[config.mk]
export PLATFORM = sky130hd
export DESIGN_NAME = relu
export DESIGN_NICKNAME = d
export VERILOG_FILES = /design/src/rtl/relu.sv
export SDC_FILE = /design/constraint.sdc
export NUM_CORES = 1
export LEC_CHECK = 0
export CAP_MARGIN = 20
export CORE_MARGIN = 2
export CORE_UTILIZATION = 35
export DETAILED_ROUTE_END_ITERATION = 10
export GPL_TIMING_DRIVEN = 0
export PLACE_DENSITY_LB_ADDON = 0.08
export SYNTH_ARGS = -nofsm -noshare
export SYNTH_HDL_FRONTEND = slang
export SYNTH_SLANG_ARGS = --single-unit
[constraint.sdc]
create_clock -name clk -period 3.03 [get_ports clk]
set_clock_uncertainty 0.1 [all_clocks]
set_input_delay 0.7575 -clock clk [delete_from_list [all_inputs] [get_ports clk]]
set_output_delay 0.7575 -clock clk [all_outputs]
set_load 0.01 [all_outputs]
[src/rtl/relu.sv]
// relu: single-stage registered ReLU on IEEE-754 binary32 operands with a
// valid/ready handshake on both sides and a saturating count of clipped results.
// Ports: clk, rst_n (sync, active-low); data_in/in_valid/in_ready (input side);
//        out_ReLU/out_valid/out_ready (output side); clip_count (results forced to +0).
// Optional feature: define RELU_DENORM_FLUSH_EN to flush positive subnormals to +0
// (counted as clips); when undefined, positive subnormals pass through unchanged.
module relu #(
  parameter int DATA_WIDTH = 32,
  parameter int CNT_WIDTH  = 16
) (
  input  logic                  clk,
  input  logic                  rst_n,
  input  logic [DATA_WIDTH-1:0] data_in,
  input  logic                  in_valid,
  output logic                  in_ready,
  output logic [DATA_WIDTH-1:0] out_ReLU,
  output logic                  out_valid,
  input  logic                  out_ready,
  output logic [CNT_WIDTH-1:0]  clip_count
);

  localparam logic [DATA_WIDTH-1:0] CANON_QNAN = DATA_WIDTH'(32'h7FC0_0000);

  // binary32 field split
  logic        sign;
  logic [7:0]  expo;
  logic [22:0] mant;

  assign sign = data_in[31];
  assign expo = data_in[30:23];
  assign mant = data_in[22:0];

  logic                  is_nan;
  logic                  is_clip;
  logic [DATA_WIDTH-1:0] result;

  assign is_nan = (expo == 8'hFF) && (mant != 23'd0);

  // NaN is checked first so a negative NaN still yields the canonical quiet NaN
  // rather than being clipped to zero.
  always_comb begin
    result  = data_in;
    is_clip = 1'b0;
    if (is_nan) begin
      result = CANON_QNAN;
    end else if (sign) begin
      result  = '0;
      is_clip = 1'b1;
    end
`ifdef RELU_DENORM_FLUSH_EN
    else if ((expo == 8'd0) && (mant != 23'd0)) begin
      result  = '0;
      is_clip = 1'b1;
    end
`endif
  end

  logic in_xfer;
  logic out_xfer;

  // A new operand may enter whenever the output register is empty or is being
  // drained this cycle, so back-to-back transfers run at full rate.
  assign in_ready = !out_valid | out_ready;
  assign in_xfer  = in_valid & in_ready;
  assign out_xfer = out_valid & out_ready;

  always_ff @(posedge clk) begin
    if (!rst_n) begin
      out_valid  <= 1'b0;
      out_ReLU   <= '0;
      clip_count <= '0;
    end else begin
      if (in_xfer) begin
        // Covers the simultaneous in/out case too: new result replaces old.
        out_ReLU  <= result;
        out_valid <= 1'b1;
        if (is_clip && (clip_count != {CNT_WIDTH{1'b1}})) begin
          clip_count <= clip_count + CNT_WIDTH'(1);
        end
      end else if (out_xfer) begin
        out_valid <= 1'b0;
      end
    end
  end

endmodule

==> results of run 1 <==
logic make-up (layout without fill, tap and decap cells):
family / after synthesis / count (layout) / synth area share
fa+ha+maj: 1 / 1 / 0.00599
other cells: 1 / 1 / 0.00180
compound gates: 63 / 63 / 0.220
buf+inv: 15 / 106 / 0.0377
flops: 48 / 48 / 0.460
mux: 7 / 7 / 0.0336
simple gates: 72 / 72 / 0.241
cell usage in the layout (no fill, tap or decap), types with 2 or more instances in the layout:
cell type / count
sky130_fd_sc_hd__nor3_2: 3
sky130_fd_sc_hd__o31ai_1: 5
sky130_fd_sc_hd__buf_2: 2
sky130_fd_sc_hd__dfxtp_1: 48
sky130_fd_sc_hd__nand2b_1: 7
sky130_fd_sc_hd__nor3_1: 2
sky130_fd_sc_hd__or4_1: 5
sky130_fd_sc_hd__o211ai_1: 2
sky130_fd_sc_hd__nor2_1: 10
sky130_fd_sc_hd__clkinv_1: 2
sky130_fd_sc_hd__a22o_1: 21
sky130_fd_sc_hd__buf_6: 2
sky130_fd_sc_hd__clkbuf_8: 7
sky130_fd_sc_hd__nor4b_2: 3
sky130_fd_sc_hd__a21oi_1: 17
sky130_fd_sc_hd__clkbuf_1: 5
sky130_fd_sc_hd__nand2_1: 13
sky130_fd_sc_hd__nor4_2: 5
sky130_fd_sc_hd__nand4_1: 7
sky130_fd_sc_hd__mux2i_1: 7
sky130_fd_sc_hd__o21ai_0: 11
sky130_fd_sc_hd__or3_1: 2
sky130_fd_sc_hd__and4_1: 3
sky130_fd_sc_hd__clkdlybuf4s50_1: 83
sky130_fd_sc_hd__nand3_1: 3
where the power goes:
part	internal (mW)	switching [mW]
Clock	0.291	0.215
Combinational	0.108	0.0853
Sequential	0.654	0.0135
flip-flops by register name (all words and copies together) (netlist names):
name	count
clip_count	16
out_valid	1
out_ReLU	31
cell usage after synthesis (all sizes together) (3+ instances only):
| cell | count | area share |
|---|---|---|
| o31ai | 5 | 0.018 |
| a21oi | 17 | 0.041 |
| mux2i | 7 | 0.034 |
| o21ai | 12 | 0.029 |
| nor2 | 11 | 0.023 |
| nand4 | 9 | 0.037 |
| nor4 | 6 | 0.033 |
| dfxtp | 48 | 0.46 |
| a22o | 22 | 0.093 |
| nor4b | 3 | 0.022 |
| nand2b | 8 | 0.025 |
| and4 | 3 | 0.013 |
| nand3 | 4 | 0.012 |
| or4 | 5 | 0.018 |
| clkbuf | 6 | 0.011 |
| buf | 6 | 0.021 |
| nor3 | 5 | 0.019 |
| nand2 | 13 | 0.023 |
layer usage:
| layer | wire [um] | part of all wire | global-route usage | vias up |
|---|---|---|---|---|
| li1 | - | - | - | 964 |
| met1 | 2610 | 0.49 | 0.237 | 880 |
| met2 | 2320 | 0.44 | 0.244 | 63 |
| met3 | 340 | 0.064 | 0.0356 | 4 |
| met4 | 36 | 0.0068 | 0.0508 | 0 |
| met5 | 0 | 0 | 0 | - |
worst min path at each step:
stage | cells after the start | endpoint
2_1_floorplan | 2 | clip_count[5]$_SDFFE_PN0P_
3_3_place_gp | 1 | out_ReLU[20]$_SDFFE_PN0P_
3_5_place_dp | 1 | out_ReLU[8]$_SDFFE_PN0P_
4_1_cts | 1 | out_ReLU[20]$_SDFFE_PN0P_
5_1_grt | 1 | out_ReLU[3]$_SDFFE_PN0P_
6_report | 1 | out_ReLU[20]$_SDFFE_PN0P_
worst register-to-register path: stages (launching register included):
cell                       delay, ns
sky130_fd_sc_hd__dfxtp_1        0.37
sky130_fd_sc_hd__nand2b_2       0.10
sky130_fd_sc_hd__and2_1         0.16
sky130_fd_sc_hd__clkbuf_1       0.20
sky130_fd_sc_hd__nor2_1         0.27
sky130_fd_sc_hd__clkbuf_1       0.41
sky130_fd_sc_hd__a22o_2         0.22
per-stage QoR:
stage          hold WS, ns  instance area [um^2]  setup slack, ns  instances
6_report             0.378                  3140            0.283        373
5_1_grt              0.394                  3140            0.222        373
4_1_cts              0.384                  3140            0.281        373
3_5_place_dp         0.355                  3010           0.0543        365
3_3_place_gp         0.357                  3010           0.0471        365
2_1_floorplan        0.394                  2090            0.803        207
layout make-up:
cell class | count | area, um^2 | area share
tap | 75 | 93.8 | 0.0299
clock inverter | 1 | 30.0 | 0.00957
buffer | 12 | 67.6 | 0.0215
sequential | 48 | 961 | 0.306
timing repair buffer | 83 | 831 | 0.265
inverter | 3 | 11.3 | 0.00359
multi-input combinational | 144 | 1050 | 0.334
clock buffer | 7 | 96.3 | 0.0307
==> results.toml, run 1 <==
[clocking]
post_cts.resized_instances = 0
clkLatencyLatePin_ns = 0.30
cts_tree = "built"
clock_sink_count = 48
cts-htree-levels = 2
worst_setup_hold_path_clk_slew_ns = 0.08
cts-buffers-inserted = 5
cts_hold_buf = 0
post_cts_buffers = 0
cts-root-to-sink-buffers = 2
cts_root_buf = "sky130_fd_sc_hd__clkbuf_8"

[final_layout]
fillers = 544
final_nets = 334
area_growth_pct = 50.3
layout-drive-gt1-share = 0.117
utilization = 0.537
insertedDiodeCount = 0

[worst_setup_path]
worst-r2r-cell-count = 6
cp_num_cells = 3
criticalPathCategory = "in2out"
worst_path_dominant_cell_family = "buffers and inverters"
worstReg2RegStart = "out_valid$_SDFFE_PN0P_"
required_ns = 2.17
critical_path.max_fanout = 5
critPathBufInv = 2
worstPathCellList = "clkdlybuf4s50_1, nand2b_2, clkdlybuf4s50_1"
crit_path_end = "in_ready"
crit_path_frequent_cell = "sky130_fd_sc_hd__clkdlybuf4s50_1"
sort_of_element_at_the_end_of_the_critical_path = "output port"
crit_start = "out_ready"
timing.rr.end = "out_ReLU[4]$_SDFFE_PN0P_"
critical_path.slowest_cell = "sky130_fd_sc_hd__clkdlybuf4s50_1"
regToRegSetupSlack_ns = 1.15
critPathArrivalTime_ns = 1.89
critical-path-max-stage-delay_ns = 0.55
cp-start-kind = "input pin"

[yosys]
ys_async_sr_fraction = 0
synth_edf_count = 0
syn_avg_cell_area_um2 = 10.1
syn-instance-count = 207
synth_seq_area_share = 0.460
dominantRegCellSynth = "sky130_fd_sc_hd__dfxtp_1"
yosysWarningCount = 0
mappedNetlistNets = 244
synth_seq_cells = 48
synth.cell_area_um2 = 2090
post_synth_num_cell_types = 45

[status]
status = "finished clean"

[job]
cap_violations = 0

[route]
drtIter0Drc = 70
drt_pre_antenna_iters = 4
vias = 1911
viasPerCell = 5.12
drc_errors = 0
drt.antenna.violating_nets = 0
final_wl_um = 5300
avgRoutedWirePerCell_um = 14.2

[sta]
rsz0062_at_grt = "false"
post-route-min-period_ns = 2.75
layout_worst_path_cycle_share = 0.907
tightest_slew_ns = 0.555
max_clock_freq_ghz = 0.364
slew_headroom = 0.630
report.final.hold_viol_count = 0
fin_setup_tns_ns = 0
slew_violations = 0
setup_viol = 0

[floorplanning]
core.rowCount = 28
floorplan.io_pins = 86
design.die.area_um2 = 6600
initial_core_util = 0.357
die_w_um = 81.2
dieHeight_um = 81.2
core_region_area_um2 = 5850

[power_and_ir_drop]
report.power.total_mw = 1.37
leakagePower_nw = 1.07
power_density_nw_per_um2 = 436
ir_drop_uv = 247

[grt]
antenna_found_initial = 0
global_route.usage.total = 0.164
grt_start_max_net_pins = 15
global_route.overflow_total = 0
grt_first_pass_wirelength_um = 8440
grt_pass1_vias = 1774

[placement]
place_congestion = 0.785
buffer_ports.inserted = 83
hpwl_um = 3830

[worst_hold_path]
holdCritStartpoint = "out_ReLU[20]$_SDFFE_PN0P_"
min-delay-path-class = "reg2reg"
Note: power is estimated with default switching activity, not from simulation.
==> inputs of run 2 (changes only) <==
--- a/config.mk
+++ b/config.mk
@@ -6,7 +6,7 @@
 export NUM_CORES = 1
 export LEC_CHECK = 0
 export CAP_MARGIN = 20
-export CORE_MARGIN = 2
+export CORE_MARGIN = 10
 export CORE_UTILIZATION = 35
 export DETAILED_ROUTE_END_ITERATION = 10
 export GPL_TIMING_DRIVEN = 0
==> run 2 against run 1 <==
Compared with the run above:
- cell area unchanged
- sequential power about the same
- first-iteration DRC count decreased by 24%
- final cell count stayed put
- via count is 0.63% higher
- critical endpoint unchanged
==> results.toml, run 2 (synthesis results as in run 1) <==
[status]
status = "finished clean"

[sta]
layout_worst_path_cycle_share = 0.909
slew_violations = 0
report.final.hold_viol_count = 0
max_clock_freq_ghz = 0.363
post-route-min-period_ns = 2.75
holdWs_ns = 0.378
fin_setup_tns_ns = 0
rsz0062_at_grt = "false"
slew_headroom = 0.631
tightest_slew_ns = 0.553
setup_viol = 0

[clocking]
cts_tree = "built"
cts-htree-levels = 2
worst_setup_hold_path_clk_slew_ns = 0.09
cts-buffers-inserted = 5
post_cts.resized_instances = 0
clock_sink_count = 48
cts_root_buf = "sky130_fd_sc_hd__clkbuf_8"
clkLatencyLatePin_ns = 0.30
cts_hold_buf = 0
cts-root-to-sink-buffers = 2
post_cts_buffers = 0

[final_layout]
layout-drive-gt1-share = 0.117
final_nets = 334
largest_register_ff_count = 31
max_flop_register = "out_ReLU"
layout_commonest_cell = "sky130_fd_sc_hd__clkdlybuf4s50_1"
fin_area_um2 = 3140
reg.largest.list = "out_ReLU x31, clip_count x16, out_valid x1"
fillers = 538
area_growth_pct = 50.3
utilization = 0.537
regArea_um2 = 961
insertedDiodeCount = 0
multi_input_comb_area_um2 = 1050
mostFrequentLayoutCells = "sky130_fd_sc_hd__clkdlybuf4s50_1 (83), sky130_fd_sc_hd__dfxtp_1 (48), sky130_fd_sc_hd__a22o_1 (21), sky130_fd_sc_hd__a21oi_1 (17), sky130_fd_sc_hd__nand2_1 (13)"

[floorplanning]
core.rowCount = 28
die_w_um = 97.2
initial_core_util = 0.357
design.die.area_um2 = 9460
dieHeight_um = 97.2
core_region_area_um2 = 5850
floorplan.io_pins = 86

[power_and_ir_drop]
report.power.total_mw = 1.37
p_int_mw = 1.05
power.sequential.fraction = 0.487
leakagePower_nw = 1.07
ir_drop_uv = 203
netSwitchingFraction = 0.232
power.share.clock = 0.371
power.share.combinational = 0.142
power.net_switching_uw = 317
power_density_nw_per_um2 = 437

[grt]
global_route.overflow_total = 0
grt_pass1_vias = 1927
grt_first_pass_wirelength_um = 9930
global_route.usage.total = 0.124
antenna_found_initial = 0
grt_start_max_net_pins = 15

[worst_setup_path]
critical-path-max-stage-delay_ns = 0.55
required_ns = 2.17
critPathArrivalTime_ns = 1.90
criticalPathCategory = "in2out"
critical_path.slowest_cell = "sky130_fd_sc_hd__clkdlybuf4s50_1"
critical_path.max_fanout = 5
crit_path_frequent_cell = "sky130_fd_sc_hd__clkdlybuf4s50_1"
cp-start-kind = "input pin"
worstPathCellList = "clkdlybuf4s50_1, nand2b_2, clkdlybuf4s50_1"
sort_of_element_at_the_end_of_the_critical_path = "output port"

[placement]
place_congestion = 0.752
buffer_ports.inserted = 83
dpl-instance-area_um2 = 3010
hpwl_um = 4620

[route]
drtIter0Drc = 53
met3_wirelength_um = 502
dr_top_layer = "met4"
drc_errors = 0
m1_wl_um = 2880
wl_met2_um = 2670
avgRoutedWirePerCell_um = 16.4
drt_pre_antenna_iters = 4
vias = 1923
final_wl_um = 6110
viasPerCell = 5.16
drt.antenna.violating_nets = 0

[job]
cap_violations = 0

[worst_hold_path]
min-delay-path-class = "reg2reg"
run 2: cell counts in the layout (fill, tap and decap cells not counted):
No cell type changed its count.
run 2: worst paths after layout:
kind	end	slack [ns]	cells after the start	from
max	in_ready	0.28	3	out_ready
max reg2reg	clip_count[3]$_SDFFE_PN0P_	1.16	7	out_valid$_SDFFE_PN0P_
min	out_ReLU[20]$_SDFFE_PN0P_	0.38	1	out_ReLU[20]$_SDFFE_PN0P_
min reg2reg	out_ReLU[20]$_SDFFE_PN0P_	0.38	1	out_ReLU[20]$_SDFFE_PN0P_
run 2: worst max-delay path: cells and delay by family:
| family | cells | cell delay, ns |
|---|---|---|
| buf+inv | 2 | 0.99 |
| simple gates | 1 | 0.14 |
run 2: power by group through the flow:
stage	combinational (mW)	sequential, mW	clock [mW]
after floorplan	0.0656	0.691	0
after global placement	0.197	0.681	0
after detailed placement	0.198	0.681	0
after CTS	0.199	0.667	0.528
after global routing	0.212	0.670	0.547
final	0.195	0.667	0.508
run 2: area by class of cell:
type | instances | share of cell area
Sequential cell | 48 | 0.306
Inverter | 3 | 0.00359
Multi-Input combinational cell | 144 | 0.334
Clock buffer | 7 | 0.0307
Tap cell | 75 | 0.0299
Timing Repair Buffer | 83 | 0.265
Buffer | 12 | 0.0215
Clock inverter | 1 | 0.00957
run 2: routing by layer:
layer  vias to the layer above  global-route usage
li1                        963                   -
met1                       894               0.157
met2                        58               0.190
met3                         8              0.0491
met4                         0              0.0336
met5                         -                   0
run 2: per-stage QoR:
stage          instances  setup WS (ns)
2_1_floorplan        207          0.803
3_3_place_gp         365         0.0389
3_5_place_dp         365         0.0523
4_1_cts              373          0.266
5_1_grt              373          0.194
6_report             373          0.275
